## src/rtl/cpu_pkg.sv

```systemverilog
// cpu_pkg: opcode and FSM encodings, instruction field positions and a
// sign-extension helper shared by the multi-cycle core.
package cpu_pkg;

   typedef enum logic [3:0] {
      OP_NOP  = 4'd0,
      OP_ADD  = 4'd1,
      OP_SUB  = 4'd2,
      OP_AND  = 4'd3,
      OP_OR   = 4'd4,
      OP_XOR  = 4'd5,
      OP_NOT  = 4'd6,
      OP_SHL  = 4'd7,
      OP_SHR  = 4'd8,
      OP_LD   = 4'd9,
      OP_ST   = 4'd10,
      OP_BEQ  = 4'd11,
      OP_JMP  = 4'd12,
      OP_LDI  = 4'd13,
      OP_HALT = 4'd14,
      OP_ILL  = 4'd15
   } opcode_e;

   typedef enum logic [2:0] {
      S_FETCH,
      S_DECODE,
      S_EXEC,
      S_MEM,
      S_WB,
      S_HALT
   } state_e;

   localparam int unsigned OP_LSB  = 12;
   localparam int unsigned RA_LSB  = 9;
   localparam int unsigned RB_LSB  = 6;
   localparam int unsigned RD_LSB  = 3;
   localparam int unsigned IMM6_W  = 6;
   localparam int unsigned IMM9_W  = 9;
   localparam int unsigned IMM12_W = 12;

   // Sign-extends the low `width` bits of val to 32 bits.
   function automatic logic [31:0] sext(input logic [11:0] val, input int unsigned width);
      logic [31:0] t;
      t = {20'b0, val} << (32 - width);
      return $signed(t) >>> (32 - width);
   endfunction

endpackage

```

## src/rtl/mc_regfile.sv

```systemverilog
// mc_regfile: 8 x DW general-purpose registers, two asynchronous read ports,
// one synchronous write port, R0 hardwired to zero, synchronous active-low clear.
module mc_regfile
   import cpu_pkg::*;
#(
   parameter int unsigned DW = 16
) (
   input  logic          clk_i,
   input  logic          rst_ni,
   input  logic [2:0]    ra_addr_i,
   output logic [DW-1:0] ra_data_o,
   input  logic [2:0]    rb_addr_i,
   output logic [DW-1:0] rb_data_o,
   input  logic          we_i,
   input  logic [2:0]    wa_i,
   input  logic [DW-1:0] wd_i
);

   logic [DW-1:0] regs_q [8];

   always_ff @(posedge clk_i) begin
      if (!rst_ni) begin
         for (int unsigned i = 0; i < 8; i++) regs_q[i] <= '0;
      end else if (we_i && (wa_i != 3'd0)) begin
         regs_q[wa_i] <= wd_i;
      end
   end

   assign ra_data_o = (ra_addr_i == 3'd0) ? '0 : regs_q[ra_addr_i];
   assign rb_data_o = (rb_addr_i == 3'd0) ? '0 : regs_q[rb_addr_i];

endmodule

```

## src/rtl/mc_cpu_core.sv

```systemverilog
// mc_cpu_core: multi-cycle 16-bit-instruction core (fetch/decode/exec/mem/wb)
// with req/ack data memory. Define ILLEGAL_TRAP_EN to trap opcode 15 into HALT.
module mc_cpu_core
   import cpu_pkg::*;
#(
   parameter int unsigned DW  = 16,
   parameter int unsigned AW  = 8,
   parameter int unsigned DAW = 8
) (
   input  logic           clk,
   input  logic           rst,
   output logic [AW-1:0]  imem_addr,
   input  logic [15:0]    imem_rdata,
   output logic           dmem_req,
   output logic           dmem_we,
   output logic [DAW-1:0] dmem_addr,
   output logic [DW-1:0]  dmem_wdata,
   input  logic [DW-1:0]  dmem_rdata,
   input  logic           dmem_ack,
   output logic           retire,
   output logic           halted,
   output logic           illegal
);

   localparam int unsigned SHW = $clog2(DW);

   state_e         state_q, state_d;
   logic [AW-1:0]  pc_q, pc_d;
   logic [15:0]    ir_q, ir_d;
   logic [DW-1:0]  a_q, a_d, b_q, b_d, res_q, res_d;

   opcode_e        op;
   logic [2:0]     ra, rb, rd;
   logic [DW-1:0]  imm6_s, imm9_s, rf_a, rf_b;
   logic [AW-1:0]  br_off;
   logic           rf_we;
   logic [2:0]     rf_wa;

`ifdef ILLEGAL_TRAP_EN
   logic illegal_q, illegal_d;
   assign illegal = illegal_q;
`else
   assign illegal = 1'b0;
`endif

   assign op     = opcode_e'(ir_q[OP_LSB +: 4]);
   assign ra     = ir_q[RA_LSB +: 3];
   assign rb     = ir_q[RB_LSB +: 3];
   assign rd     = ir_q[RD_LSB +: 3];
   assign imm6_s = DW'(sext(12'(ir_q[IMM6_W-1:0]), IMM6_W));
   assign imm9_s = DW'(sext(12'(ir_q[IMM9_W-1:0]), IMM9_W));
   assign br_off = AW'(sext(12'(ir_q[IMM6_W-1:0]), IMM6_W));

   mc_regfile #(.DW(DW)) u_regfile (
      .clk_i     (clk),
      .rst_ni    (rst),
      .ra_addr_i (ra),
      .ra_data_o (rf_a),
      .rb_addr_i (rb),
      .rb_data_o (rf_b),
      .we_i      (rf_we),
      .wa_i      (rf_wa),
      .wd_i      (res_q)
   );

   always_ff @(posedge clk) begin
      if (!rst) begin
         state_q <= S_FETCH;
         pc_q    <= '0;
         ir_q    <= '0;
         a_q     <= '0;
         b_q     <= '0;
         res_q   <= '0;
      end else begin
         state_q <= state_d;
         pc_q    <= pc_d;
         ir_q    <= ir_d;
         a_q     <= a_d;
         b_q     <= b_d;
         res_q   <= res_d;
      end
   end

`ifdef ILLEGAL_TRAP_EN
   always_ff @(posedge clk) begin
      if (!rst) illegal_q <= 1'b0;
      else      illegal_q <= illegal_d;
   end
`endif

   always_comb begin
      state_d = state_q;
      pc_d    = pc_q;
      ir_d    = ir_q;
      a_d     = a_q;
      b_d     = b_q;
      res_d   = res_q;
      rf_we   = 1'b0;
      rf_wa   = rd;
      retire  = 1'b0;
`ifdef ILLEGAL_TRAP_EN
      illegal_d = illegal_q;
`endif
      case (state_q)
         S_FETCH: begin
            ir_d    = imem_rdata;
            state_d = S_DECODE;
         end
         S_DECODE: begin
            a_d     = rf_a;
            b_d     = rf_b;
            state_d = S_EXEC;
         end
         S_EXEC: begin
            state_d = S_WB;
            case (op)
               OP_ADD: res_d = a_q + b_q;
               OP_SUB: res_d = a_q - b_q;
               OP_AND: res_d = a_q & b_q;
               OP_OR:  res_d = a_q | b_q;
               OP_XOR: res_d = a_q ^ b_q;
               OP_NOT: res_d = ~a_q;
               OP_SHL: res_d = a_q << b_q[SHW-1:0];
               OP_SHR: res_d = a_q >> b_q[SHW-1:0];
               OP_LDI: res_d = imm9_s;
               OP_LD, OP_ST: begin
                  res_d   = a_q + imm6_s;
                  state_d = S_MEM;
               end
               // Control transfers retire straight from EXEC, skipping WB.
               OP_BEQ: begin
                  pc_d    = (a_q == b_q) ? pc_q + 1'b1 + br_off : pc_q + 1'b1;
                  retire  = 1'b1;
                  state_d = S_FETCH;
               end
               OP_JMP: begin
                  pc_d    = AW'(ir_q[IMM12_W-1:0]);
                  retire  = 1'b1;
                  state_d = S_FETCH;
               end
               OP_HALT: state_d = S_HALT;
`ifdef ILLEGAL_TRAP_EN
               OP_ILL: begin
                  illegal_d = 1'b1;
                  state_d   = S_HALT;
               end
`endif
               default: ;
            endcase
         end
         S_MEM: begin
            if (dmem_ack) begin
               if (op == OP_LD) res_d = dmem_rdata;
               state_d = S_WB;
            end
         end
         S_WB: begin
            pc_d    = pc_q + 1'b1;
            retire  = 1'b1;
            state_d = S_FETCH;
            case (op)
               OP_ADD, OP_SUB, OP_AND, OP_OR, OP_XOR, OP_NOT, OP_SHL, OP_SHR: rf_we = 1'b1;
               OP_LD: begin
                  rf_we = 1'b1;
                  rf_wa = rb;
               end
               OP_LDI: begin
                  rf_we = 1'b1;
                  rf_wa = ra;
               end
               default: ;
            endcase
         end
         S_HALT: ;
         default: state_d = S_FETCH;
      endcase
   end

   assign imem_addr  = pc_q;
   assign dmem_req   = (state_q == S_MEM);
   assign dmem_we    = (op == OP_ST);
   assign dmem_addr  = res_q[DAW-1:0];
   assign dmem_wdata = b_q;
   assign halted     = (state_q == S_HALT);

endmodule

```

## config.mk

```make
export PLATFORM = sky130hd
export DESIGN_NAME = mc_cpu_core
export DESIGN_NICKNAME = d
export VERILOG_FILES = /design/src/rtl/cpu_pkg.sv /design/src/rtl/mc_regfile.sv /design/src/rtl/mc_cpu_core.sv
export SDC_FILE = /design/constraint.sdc
export NUM_CORES = 1
export LEC_CHECK = 0
export ABC_AREA = 1
export BUFFER_PORTS_ARGS = -buffer_cell sky130_fd_sc_hd__buf_2
export CAP_MARGIN = 20
export CORE_UTILIZATION = 35
export CTS_CLUSTER_SIZE = 28
export DETAILED_ROUTE_END_ITERATION = 12
export PLACE_DENSITY = 0.59
export SLEW_MARGIN = 20
export SYNTH_ARGS = -nofsm -noshare
export SYNTH_HDL_FRONTEND = slang
export SYNTH_SLANG_ARGS = --single-unit
```

## constraint.sdc

```tcl
create_clock -name clk -period 2.6 [get_ports clk]
set_input_delay 0.52 -clock clk [delete_from_list [all_inputs] [get_ports clk]]
set_output_delay 0.52 -clock clk [all_outputs]
set_load 0.02 [all_outputs]
```

==> After elaboration in Yosys (flattened, before gate mapping) <==
Memories as Yosys holds them, arrays and structs flattened. A register that Yosys moved wholly into a read port is not among the register bits.
Index checks and enable logic that the tools add are counted.
{ "word_totals": {"word_cells": 86, "mem_count": 1, "input_bits": 35, "mem_bits_rw": 128, "regBits": 75} }
{ "classes": {"muxes": 29, "add_sub_neg": 5, "shifts": 2, "eq_ne": 24, "bitwise": 5, "n_reduce_logical": 14} }
{ "mem_list": {"columns": ["name", "words", "width", "rd", "rd_clocked_by_memory_dff", "wr", "line_no", "source"], "rows": [
  ["u_regfile.regs_q", 8, 16, 2, 2, 8, "mc_regfile.sv:19", "logic [DW-1:0] regs_q [8];"]
]} }
{ "op_table": {"columns": ["cell", "count"], "rows": [
  ["$pmux W16 S10", 1],
  ["$mux W16", 5],
  ["$add A16 B16 Y16", 2],
  ["$pmux W16 S2", 1],
  ["$pmux W8 S2", 2],
  ["$eq A4 B4 Y1 const B", 7],
  ["$mux W3", 7],
  ["$and A16 B16 Y16", 1],
  ["$eq A16 B16 Y1", 1],
  ["$eq A4 B3 Y1 const B", 4],
  ["$not A16 Y16", 1],
  ["$or A16 B16 Y16", 1],
  ["$reduce_or A16 Y1", 1],
  ["$shl A16 B4 Y16", 1],
  ["$shr A16 B4 Y16", 1],
  ["$sub A16 B16 Y16", 1],
  ["$xor A16 B16 Y16", 1],
  ["$pmux W3 S5", 1],
  ["$ne A11 B11 Y1 const B", 1],
  ["$reduce_or A10 Y1", 1],
  ["$logic_not A3 Y1", 3],
  ["$pmux W3 S3", 1],
  ["$add A8 B1 Y8 const B", 1],
  ["$add A8 B8 Y8", 1],
  ["18 further kinds", 32]
]} }

==> Depth between registers and ports, before layout <==
Gate-level depths: netlist of the first run.
{ "logic_depth": {"ltp_word": 10, "depth_mapped": 22, "mapped_depth_nobuf": 21} }

==> Hierarchy <==
From an unflattened synthesis of the first run, not the netlist that was laid out.
{ "hier_totals": {"hier_cells": 2330, "area_unflattened_um2": 15467.3} }
{ "modules_own_cells": {"columns": ["module", "seq_area_each_um2", "cells_each", "n_inst", "area_each_um2"], "rows": [
  ["mc_cpu_core", 1501.4, 1356, 1, 7950.1],
  ["mc_regfile", 3843.7, 974, 1, 7517.2]
]} }

==> Least setup slack after synthesis of the first run <==
No wires, ideal clock.
{ "synth_timing": {"path_kind": "register to register", "from": "register ir_q[12]", "to": "register res_q[10]", "stages_incl_launch_ff": 17, "synth_period_minus_slack_ns": 2.821, "path_slack_ns": -0.221, "t_required_ns": 2.482, "setup_time_ns": 0.118, "arrival_ns": 2.702, "cell_sequence": "dfxtp_1 > inv_1 > nor2_1 > nand2_2 > nand2_1 > clkbuf_1 > o21ai_0 > ha_1 > fa_1 > nand3_1 > nand2_1 > a21oi_1 > o21ai_0 > a21oi_1 > o21ai_0 > nand3_1 > a21oi_1"} }
{ "synth_between": {"elab_chain_len": 4, "word_cells_on_any_way": 17} }
{ "synth_rtl": {"columns": ["item", "line_no", "source"], "rows": [
  ["from (decl)", "mc_cpu_core.sv:29", "logic [15:0] ir_q, ir_d;"],
  ["from (signal assigned)", "mc_cpu_core.sv:77", "ir_q <= ir_d;"],
  ["$eq A4 B4 Y1, on equally long branches", "mc_cpu_core.sv:116, mc_cpu_core.sv:153", null],
  ["$reduce_or A2 Y1", "mc_cpu_core.sv:116", "case (op)"],
  ["$pmux W16 S10 or $ne A11 B11 Y1 (tied branches)", null, null],
  ["$pmux W16 S2 or $reduce_and A4 Y1 (tied branches)", null, null],
  ["to (signal assigned)", "mc_cpu_core.sv:80", "res_q <= res_d;"],
  ["to (decl)", "mc_cpu_core.sv:30", "logic [DW-1:0] a_q, a_d, b_q, b_d, res_q, res_d;"]
]} }
Several ways; a longest one is shown, not always the timed one.
A chain may end at the register's enable or synchronous reset.

==> Final worst setup path of the first run <==
{ "layout_timing": {"from": "register ir_q[15]", "to": "register res_q[6]"} }
Same word-level chain as after synthesis.

==> summary.md, run 1 <==
| Metric | Value |
|---|---|
| Mapped Area | `14800 sq um` |
| WS Path Type | `flip-flop to flip-flop` |
| Fmax achieved | `just under 0.4 GHz` |
| Syn Inst Count | `~2100` |
| Finished Cell Area | `about 18000 sq um` |
| Fill cells | `4206` |
| Outcome | `finished, final reports clean` |
| Die span in x | `208 um` |
| CTS buffer count | `25` |
| Max Cap Violations | `0` |
| DR WL/cell | `21.1 um` |
| DRC viols | `0` |
| M3 GR Usage | `under 10%` |
| Most frequent cells in the layout | `nand2_1 (405), nor2_1 (276), inv_1 (236)` |
| GPL Wtd Cong | `a little under 1` |
| Final period demand of the worst path | `around 2500 ps` |
| Share of cells above drive strength 1 | `a little under a fifth` |
| Num rows | `between 70 and 80` |
| Area after DPL | `16800 sq um` |
| CP cell instances | `inv_2, nor2_4, nand2_4, nand2_8, buf_6, o21ai_2, ha_2, fa_2, nand3_2, nand2_4, nand2_2, nand2_2, buf_4, xnor2_2, nand2_1, nand3_1, a21oi_1` |
| Commonest non-fill, non-tap cell in the layout | `nand2_1` |
| Clk_lat worst skew | `540 ps` |
| Synth area leader | `edfxtp_1` |
| Setup TNS | `0 ps` |
| Top Ports | `72` |
| Tightest Pin Transition | `946 ps` |
| Unique cell type count in the Yosys netlist | `between 40 and 50` |
| # setup viols final | `0` |
| Largest cells by area after synthesis | `edfxtp_1 (26%), nand2_1 (11%), dfxtp_1 (11%)` |
| Core Box Area | `41200 sq um` |
| Buffer levels on the longest clock path | `3` |
| Gr ovfl total | `0` |
| Unrepaired setup endpoints after global routing | `true` |
| Router iterations before antenna repair | `6` |
| Nets | `2449` |
| Top-area cell type share of the netlist area | `26.0%` |
| Synth Register Bits | `209` |
| Initial antenna violation count | `0` |
| Area occupied by multi-input gates | `8470 sq um` |
| TritonCTS clock tree | `yes` |
| Syn Area/Cell | `6.93 sq um` |
| Number of flops mapped to enable cells by yosys | `128` |
| Ys async rst share | `0%` |
| Met2 Usage GRT | `45.4%` |
| YS warnings | `0` |
| Clk_skew | `11.8 ps` |
| CTS Root Cell | `clkbuf_16` |
| Register Area | `approximately 5500 sq um` |
| Pwr Total | `14.7 mW` |
| Final hold violation count | `0` |
| Cell Pwr Density | `801 nW/um^2` |
| All-Layer GR Usage | `27.5%` |
| Required time of the worst setup path | `3070 ps` |
| Vias/cell | `5.45` |
| Clk pin slew, worst setup/hold paths | `60 ps` |
| M1 GR Usage | `36.4%` |
| Leakage power | `7.94 nW` |
| DRT iter0 DRCs | `roughly 1700` |
| CP endpoint kind | `flip-flop` |
| Worst path max stage delay | `370 ps` |
| Top_reg_cell synth | `edfxtp_1` |
| Initial Util | `35.9%` |
| GRT Max-Usage Layer | `met2` |
| IO Port Bufs | `70` |
| DP Wirelength | `45.9 mm` |
| Hold Slack | `between 200 and 300 ps` |
| ANT nets after route | `0` |
| Number of global-route vias before repair | `15000` |
| Min-delay worst type | `input pin to flip-flop` |
| Sink Count | `approximately 210` |
| Largest net degree at the start of global routing | `60` |
| Max_slew headroom | `between 30% and 40%` |
| Worst EP arrival | `3010 ps` |
| CP startpoint kind | `flip-flop` |
| Final Max Slew Viols | `0` |
| Fin crit share | `97.5%` |
| Final core utilization | `44.6%` |
| Post-synthesis sequential area ratio | `approximately 37%` |
| First-pass GRT wire length | `around 90 mm` |
| H-tree levels | `1` |
| Worst IR Drop VDD | `between 0.4 and 0.5 mV` |
| Die Height | `between 200 and 250 um` |
| Crit path max fanout | `7` |
| Routed WL | `60.8 mm` |
| Synth-to-layout area growth | `24.3%` |
| Critical-path top delay cell | `fa_2` |
| Die ar. | `43100 sq um` |
| Vias | `about 16000` |
state kept, by name (all words and copies together) (netlist names), named ones only:
| name | flops |
|---|---|
| state_q | 3 |
| dmem_wdata | 16 |
| a_q | 16 |
| u_regfile.regs_q | 128 |
| ir_q | 16 |
| res_q | 16 |
| imem_addr | 8 |
synth_stat cells, types with 4 or more instances:
cell        n
nand2_1   437
nor2_1    286
inv_1     243
o21ai_0   214
a21oi_1   192
nand3_1   177
edfxtp_1  128
dfxtp_1    81
clkbuf_1   78
o211ai_1   74
ha_1       73
nor3_1     20
nand4_1    19
buf_1      11
buf_2      10
buf_4      10
o22ai_1     9
xor2_1      9
and2_1      7
or2_2       6
a31oi_1     5
clkinv_1    5
nand2_2     4
final timing paths:
path | end | depth (start not counted) | slack (ps) | start
hold / removal | ir_q[1] | 3 | 260 | imem_rdata[1]
setup reg to reg | res_q[6] | 17 | 60 | ir_q[15]
setup / recovery | res_q[6] | 17 | 60 | ir_q[15]
hold reg to reg | res_q[12] | 2 | 480 | res_q[12]
metrics by stage:
step           instances  setup slack [ps]
2_1_floorplan       2151             -16.4
3_5_place_dp        2823              -308
4_1_cts             2874              3.30
6_report            2888              64.8
3_3_place_gp        2823              -262
5_1_grt             2887             -74.8
report_power, final:
part / switching, mW / internal, mW / total, mW
clock: 1.45 / 2.26 / 3.71
combinational: 4.46 / 2.44 / 6.90
sequential: 0.311 / 3.80 / 4.11
metal layers:
metal	wire length, um	up-vias
met2	28200	601
met1	25700	7473
li1	-	7534
met5	0	-
met4	2520	0
met3	4400	130
layout make-up:
cell class / count / area share [%]
flip-flops and latches: 209 / 29.9
clock inverters: 13 / 1.05
inverters: 250 / 5.12
repair buffers: 270 / 10.7
diodes: 1 / 0.0136
multi-input cells: 1582 / 46.1
well taps: 532 / 3.62
clock buffers: 31 / 3.53
cells by family after synthesis:
logic type | count (synthesis) | share of synthesized area, %
AND/OR/NAND/NOR | 965 | 27.1
AO/OA/AOI/OAI | 510 | 18.9
buffers and inverters | 361 | 9.60
flip-flops | 209 | 37.0
adder cells (fa/ha/maj) | 76 | 6.58
XOR/XNOR | 12 | 0.711
other | 1 | 0.0254
multiplexers | 1 | 0.0677
what timing repair did:
item / in CTS / in global routing
hold buffers: 0 / 0
resized for setup: 15 / 125
cloned: 0 / 3
pin swaps: 7 / 34
setup endpoints to repair: 27 / 104
buffers inserted: 7 / 10
critical path, delay by kind of cell, from the launching register on:
family                   cells  cell delay, ps
XOR/XNOR                     1             120
AND/OR/NAND/NOR              9             890
adder cells (fa/ha/maj)      2             580
flip-flops                   1             340
buffers and inverters        3             330
AO/OA/AOI/OAI                2             210
Note: power is estimated with default switching activity, not from simulation.
==> inputs of run 2 (changes only) <==
--- a/config.mk
+++ b/config.mk
@@ -13,3 +13,3 @@
 export DETAILED_ROUTE_END_ITERATION = 12
-export PLACE_DENSITY = 0.59
+export PLACE_DENSITY = 0.51
 export SLEW_MARGIN = 20
--- a/constraint.sdc
+++ b/constraint.sdc
@@ -3,2 +3,2 @@
 set_output_delay 0.52 -clock clk [all_outputs]
-set_load 0.02 [all_outputs]
+set_load 0.01 [all_outputs]
==> summary.md, run 2 (synthesized netlist as in run 1, its figures left out) <==
| Metric | Value |
|---|---|
| Hold depth | `3 (unchanged)` |
| # setup viols final | `0 (unchanged)` |
| Area after DPL | `16800 sq um (about the same)` |
| Commonest non-fill, non-tap cell in the layout | `nand2_1` |
| Clk_lat worst skew | `570 ps (+30 ps)` |
| Reg2reg path depth | `19 (+2)` |
| R2R setup slack | `50 ps (about the same)` |
| Most frequent CP cell | `nand2_2` |
| Area occupied by multi-input gates | `8400 sq um (-0.75%)` |
| Die Height | `208 um (unchanged)` |
| Worst EP arrival | `2980 ps (-30 ps)` |
| Placed cell count | `2813 (-0.35%)` |
| IO Port Bufs | `70 (unchanged)` |
| Final period demand of the worst path | `2550 ps (+14.5 ps)` |
| Vias/cell | `5.39 (-1.0%)` |
| Gr ovfl total | `0 (unchanged)` |
| CP cell instances | `inv_4, nor2_4, nand2_2, nand2_4, nand2_4, buf_6, o21ai_1, inv_1, ha_4, buf_6, nand4_1, nor3_2, nand2_2, nand2_2, nand2_2, nand3_2, nand4_1, nand2_1, a21oi_2` |
| Number of global-route vias before repair | `15000 (-0.25%)` |
| Reg2reg start | `ir_q[12]` |
| Worst IR Drop VDD | `0.523 mV (+5.5%)` |
| Crit path max fanout | `8 (+1)` |
| CP endpoint kind | `flip-flop` |
| GPL Wtd Cong | `0.963 (-2.8%)` |
| Most frequent cells in the layout | `nand2_1 (408), nor2_1 (275), inv_1 (234)` |
| DP Wirelength | `45.4 mm (-1.1%)` |
| Leakage power | `7.88 nW (-0.79%)` |
| Max_slew headroom | `46.5% (+9.9 points)` |
| Buffer levels on the longest clock path | `3 (unchanged)` |
| Ant diodes | `0 (-1)` |
| Sink Count | `209 (unchanged)` |
| Hold_buf cts | `0 (unchanged)` |
| Vias | `15500 (-1.5%)` |
| Share of cells above drive strength 1 | `18.0% (-0.28 points)` |
| Fin crit share | `98.1% (+0.56 points)` |
| Fmax achieved | `0.392 GHz (-0.57%)` |
| Max reg flops | `128 (unchanged)` |
| TritonCTS clock tree | `yes` |
| Register Area | `5490 sq um (+0.11%)` |
| Clk pin slew, worst setup/hold paths | `60 ps (about the same)` |
| Router iterations before antenna repair | `6 (unchanged)` |
| Outcome | `finished, final reports clean` |
| Finished Layout Cells | `2874 (-0.48%)` |
| Final Max Slew Viols | `0 (unchanged)` |
| CP startpoint kind | `flip-flop` |
| Critical-path top delay cell | `dfxtp_4` |
| H-tree levels | `1 (unchanged)` |
| Nets | `2433 (-0.65%)` |
| Largest reg by FF count | `u_regfile.regs_q` |
| Fill cells | `4262 (+1.3%)` |
| WL met3 | `3.12 mm (-29%)` |
| All-Layer GR Usage | `27.7% (+0.18 points)` |
| Routed WL | `60.5 mm (-0.48%)` |
| Required time of the worst setup path | `3030 ps (-40 ps)` |
| First-pass GRT wire length | `91.0 mm (+0.69%)` |
| Cell Pwr Density | `800 nW/um^2 (-0.14%)` |
| Post-Route M1 WL | `27.3 mm (+6.0%)` |
| CTS buffer count | `26 (+4.0%)` |
| Largest net degree at the start of global routing | `73 (+22%)` |
| DRT iter0 DRCs | `1259 (-26%)` |
| WS Path Type | `flip-flop to flip-flop` |
| DRC viols | `0 (unchanged)` |
| Finished Cell Area | `18300 sq um (-0.31%)` |
| Core Box Area | `41200 sq um (unchanged)` |
| Synth-to-layout area growth | `24.0%` |
| Max layer used | `met4` |
| Die ar. | `43100 sq um (unchanged)` |
| ANT nets after route | `0 (unchanged)` |
| Tightest Pin Transition | `801 ps (-145 ps)` |
| Clk_skew | `13.6 ps (+1.80 ps)` |
| Top Ports | `72 (unchanged)` |
| Worst path max stage delay | `380 ps (about the same)` |
| Min-delay worst type | `input pin to flip-flop` |
| Max Cap Violations | `0 (unchanged)` |
| Final hold violation count | `0 (unchanged)` |
| Num rows | `74 (unchanged)` |
| Met2 wire len | `27.9 mm (-0.90%)` |
| Die span in x | `208 um (unchanged)` |
| Reg2reg end | `res_q[14]` |
| Hold Path Origin | `imem_rdata[1]` |
| Hold Path Sink | `ir_q[1]` |
| CTS Root Cell | `clkbuf_16` |
| Initial antenna violation count | `0 (unchanged)` |
| Initial Util | `35.9% (unchanged)` |
| Unrepaired setup endpoints after global routing | `true` |
| DR WL/cell | `21.1 um (about the same)` |
[run 2: changes by cell type in the layout (fill, tap and decap cells not counted), moves of 3 or more]
cell      previous run  this run
clkinv_1             7        10
buf_6                3         9
a21oi_1            183       179
nand2_1            405       408
buf_12               7        12
buf_4              188       161
a21oi_2              7        11
clkinv_2             3         6
clkbuf_1             6         0
[run 2: repair_timing]
| action | in CTS | in global routing |
|---|---|---|
| setup endpoints to repair | 25 | 31 |
| gates cloned | 1 | 0 |
| resized for setup | 18 | 125 |
| pin swaps | 5 | 53 |
| buffers inserted | 2 | 11 |
[run 2: report_power, final]
group,leakage [nW],total [mW],switching [mW],internal [mW]
combinational,5.46,6.76,4.37,2.39
clock,0.435,3.80,1.56,2.24
sequential,1.98,4.09,0.296,3.80
total,7.88,14.7,6.23,8.43
[run 2: final cells by class]
cell class / instances / area share (%)
flip-flops and latches: 209 / 30.0
clock inverters: 22 / 1.32
multi-input cells: 1581 / 45.9
clock buffers: 26 / 3.55
inverters: 250 / 5.13
well taps: 532 / 3.63
repair buffers: 254 / 10.5
[run 2: per-layer routing]
layer  vias to the layer above  GRT usage [%]
met3                       105           2.69
met1                      7402           37.5
met5                         -              0
li1                       7506              -
met2                       485           45.7
met4                         0           9.88
[run 2: stage by stage]
step	hold slack (ps)	setup slack, ps	util, %	total power [mW]	setup TNS [ps]
global route	258	-60.9	44.5	15.6	-415
floorplan	444	2.82	-	7.82	0
finish	227	50.3	44.5	14.7	0
detailed placement	468	-198	40.9	10.5	-1700
global placement	457	-120	40.9	10.5	-1570
CTS	208	10.2	43.2	14.4	0
[run 2: worst max path at each step]
| stage | start | end |
|---|---|---|
| 2_1_floorplan | ir_q[15] | res_q[10] |
| 3_3_place_gp | ir_q[13] | res_q[10] |
| 3_5_place_dp | ir_q[13] | res_q[14] |
| 4_1_cts | ir_q[12] | res_q[10] |
| 5_1_grt | ir_q[12] | res_q[15] |
| 6_report | ir_q[12] | res_q[14] |
[run 2: critical path, delay by kind of cell, from the launching register on]
kind	cells	cell delay [ps]
compound gates	2	120
fa+ha+maj	1	280
buf+inv	4	360
flops	1	380
simple gates	12	1260
==> inputs of run 3 (changes only) <==
Settings changed: GPL_ROUTABILITY_DRIVEN set to 0, GPL_TIMING_DRIVEN set to 0, PLACE_DENSITY 0.51 to 0.54.
==> summary.md, run 3 (synthesized netlist as in run 1, its figures left out) <==
| Metric | Value |
|---|---|
| H-tree levels | `1 (unchanged)` |
| Number of global-route vias before repair | `15200 (+1.8%)` |
| Worst IR Drop VDD | `0.450 mV (-14%)` |
| Vias/cell | `5.66 (+4.9%)` |
| Router iterations before antenna repair | `6 (unchanged)` |
| Max_slew headroom | `24.8% (-22 points)` |
| WL met3 | `5.02 mm (+61%)` |
| TritonCTS clock tree | `yes` |
| Failing checks | `setup timing` |
| Hold depth | `3 (unchanged)` |
| Fmax achieved | `0.366 GHz (-6.7%)` |
| Pre-CTS setup slack | `-942 ps (-743 ps)` |
| WS Path Type | `flip-flop to flip-flop` |
| Share of cells above drive strength 1 | `19.2% (+1.2 points)` |
| Gr ovfl total | `0 (unchanged)` |
| Sink Count | `209 (unchanged)` |
| Register Area | `5520 sq um (+0.48%)` |
| Largest reg by FF count | `u_regfile.regs_q` |
| CTS Root Cell | `clkbuf_16` |
| Leakage power | `7.64 nW (-3.0%)` |
| DRT iter0 DRCs | `1755 (+39%)` |
| Most frequent cells in the layout | `nand2_1 (376), nor2_1 (268), inv_1 (217)` |
| Clk pin slew, worst setup/hold paths | `60 ps (about the same)` |
| Synth-to-layout area growth | `24.5%` |
| ANT nets after route | `0 (unchanged)` |
| Top Ports | `72 (unchanged)` |
| Largest net degree at the start of global routing | `26 (-64%)` |
| DP Wirelength | `47.2 mm (+4.0%)` |
| Initial antenna violation count | `0 (unchanged)` |
| Routed WL | `62.9 mm (+4.0%)` |
| Met2 wire len | `28.6 mm (+2.3%)` |
| Outcome | `finished with violations` |
| Max layer used | `met4` |
| DR WL/cell | `22.1 um (+4.7%)` |
| Required time of the worst setup path | `3000 ps (-30 ps)` |
| Core Box Area | `41200 sq um (unchanged)` |
| Cell Pwr Density | `800 nW/um^2 (about the same)` |
| Buffer levels on the longest clock path | `3 (unchanged)` |
| Clk_lat worst skew | `550 ps (-20 ps)` |
| CTS buffer count | `25 (-3.8%)` |
| Most frequent CP cell | `nand2_4` |
| Ant diodes | `0 (unchanged)` |
| CP startpoint kind | `flip-flop` |
| Clk_skew | `12.1 ps (-1.46 ps)` |
| Area occupied by multi-input gates | `9020 sq um (+7.4%)` |
| IO Port Bufs | `70 (unchanged)` |
| Commonest non-fill, non-tap cell in the layout | `nand2_1` |
| Worst EP arrival | `3130 ps (+150 ps)` |
| Worst path max stage delay | `320 ps (-60 ps)` |
| Vias | `16100 (+4.2%)` |
| Final core utilization | `44.7% (+0.19 points)` |
| DRC viols | `0 (unchanged)` |
| # setup viols final | `11 (+11)` |
| All-Layer GR Usage | `28.2% (+0.49 points)` |
| Fill cells | `4228 (-0.80%)` |
| Tightest Pin Transition | `1120 ps (+319 ps)` |
| Final Max Slew Viols | `0 (unchanged)` |
| Die span in x | `208 um (unchanged)` |
| Slack of the critical path | `-132 ps (-183 ps)` |
| Nets | `2413 (-0.82%)` |
| Num rows | `74 (unchanged)` |
| Reg2reg path depth | `19 (unchanged)` |
| Max reg flops | `128 (unchanged)` |
| Final hold violation count | `0 (unchanged)` |
| Die ar. | `43100 sq um (unchanged)` |
| CP cell instances | `buf_6, nor2_4, nand2_4, nand2_8, nand2_8, buf_8, o21ai_2, inv_2, ha_4, nand2_4, inv_4, a21oi_4, nand2_4, a21oi_4, nand2_1, nand3_1, nand2_1, o21ai_2, a21oi_1` |
| Critical-path top delay cell | `dfxtp_2` |
| Fin crit share | `105% (+7.0 points)` |
| Max Cap Violations | `0 (unchanged)` |
| Final period demand of the worst path | `2730 ps (+183 ps)` |
| Min-delay worst type | `input pin to flip-flop` |
| First-pass GRT wire length | `92.7 mm (+1.8%)` |
| Initial Util | `35.9% (unchanged)` |
| Die Height | `208 um (unchanged)` |
| Crit path max fanout | `5 (-3)` |
| CP endpoint kind | `flip-flop` |
| Post-Route M1 WL | `25.8 mm (-5.5%)` |
| Unrepaired setup endpoints after global routing | `true` |
[run 3: power breakdown]
group          leakage (nW)  total [mW]  internal [mW]  switching [mW]
clock network         0.408        3.61           2.10            1.52
registers              1.99        4.27           3.81           0.466
logic                  5.25        6.84           2.19            4.65
total                  7.64        14.7           8.09            6.63
[run 3: metal layers]
| metal | up-vias | track usage [%] |
|---|---|---|
| met4 | 0 | 13.7 |
| met5 | - | 0 |
| met3 | 198 | 3.92 |
| li1 | 7476 | - |
| met1 | 7626 | 36.5 |
| met2 | 842 | 46.1 |
[run 3: area by class of cell]
cell class | count | share of cell area (%)
buffer | 108 | 3.02
clock buffer | 32 | 3.76
clock inverter | 14 | 0.802
inverter | 250 | 5.25
multi-input combinational | 1582 | 49.0
sequential | 209 | 30.0
tap | 532 | 3.62
timing repair buffer | 126 | 4.54
[run 3: per-stage QoR]
step	power [mW]	hold slack, ps	std cells	instance area, sq um	setup TNS, ps
CTS	14.1	211	2830	17700	-382
floorplan	7.82	444	2151	14900	0
global route	15.4	220	2853	18400	-2210
finish	14.7	237	2853	18400	-822
global placement	9.82	455	2753	15900	-85700
detailed placement	9.89	459	2753	15900	-92970
[run 3: critical path, delay by kind of cell, from the launching register on]
kind | cells | cell delay [ps]
adders and majority gates | 1 | 230
buffers and inverters | 4 | 400
AOI/OAI and AO/OA | 5 | 700
DFF | 1 | 320
and+or+nand+nor | 9 | 930
[run 3: repair_timing]
| action | in CTS | in global routing |
|---|---|---|
| endpoints found under the setup margin | 187 | 144 |
| hold buffers | 0 | 0 |
| pin swaps | 49 | 75 |
| gates resized for setup | 219 | 149 |
| gates cloned | 3 | 0 |
| setup buffers | 29 | 25 |
[run 3: final timing paths]
path / slack (ps) / to / from
setup / recovery: -130 / res_q[15] / ir_q[14]
hold / removal: 240 / ir_q[0] / imem_rdata[0]
setup reg to reg: -130 / res_q[15] / ir_q[14]
hold reg to reg: 470 / res_q[12] / res_q[12]
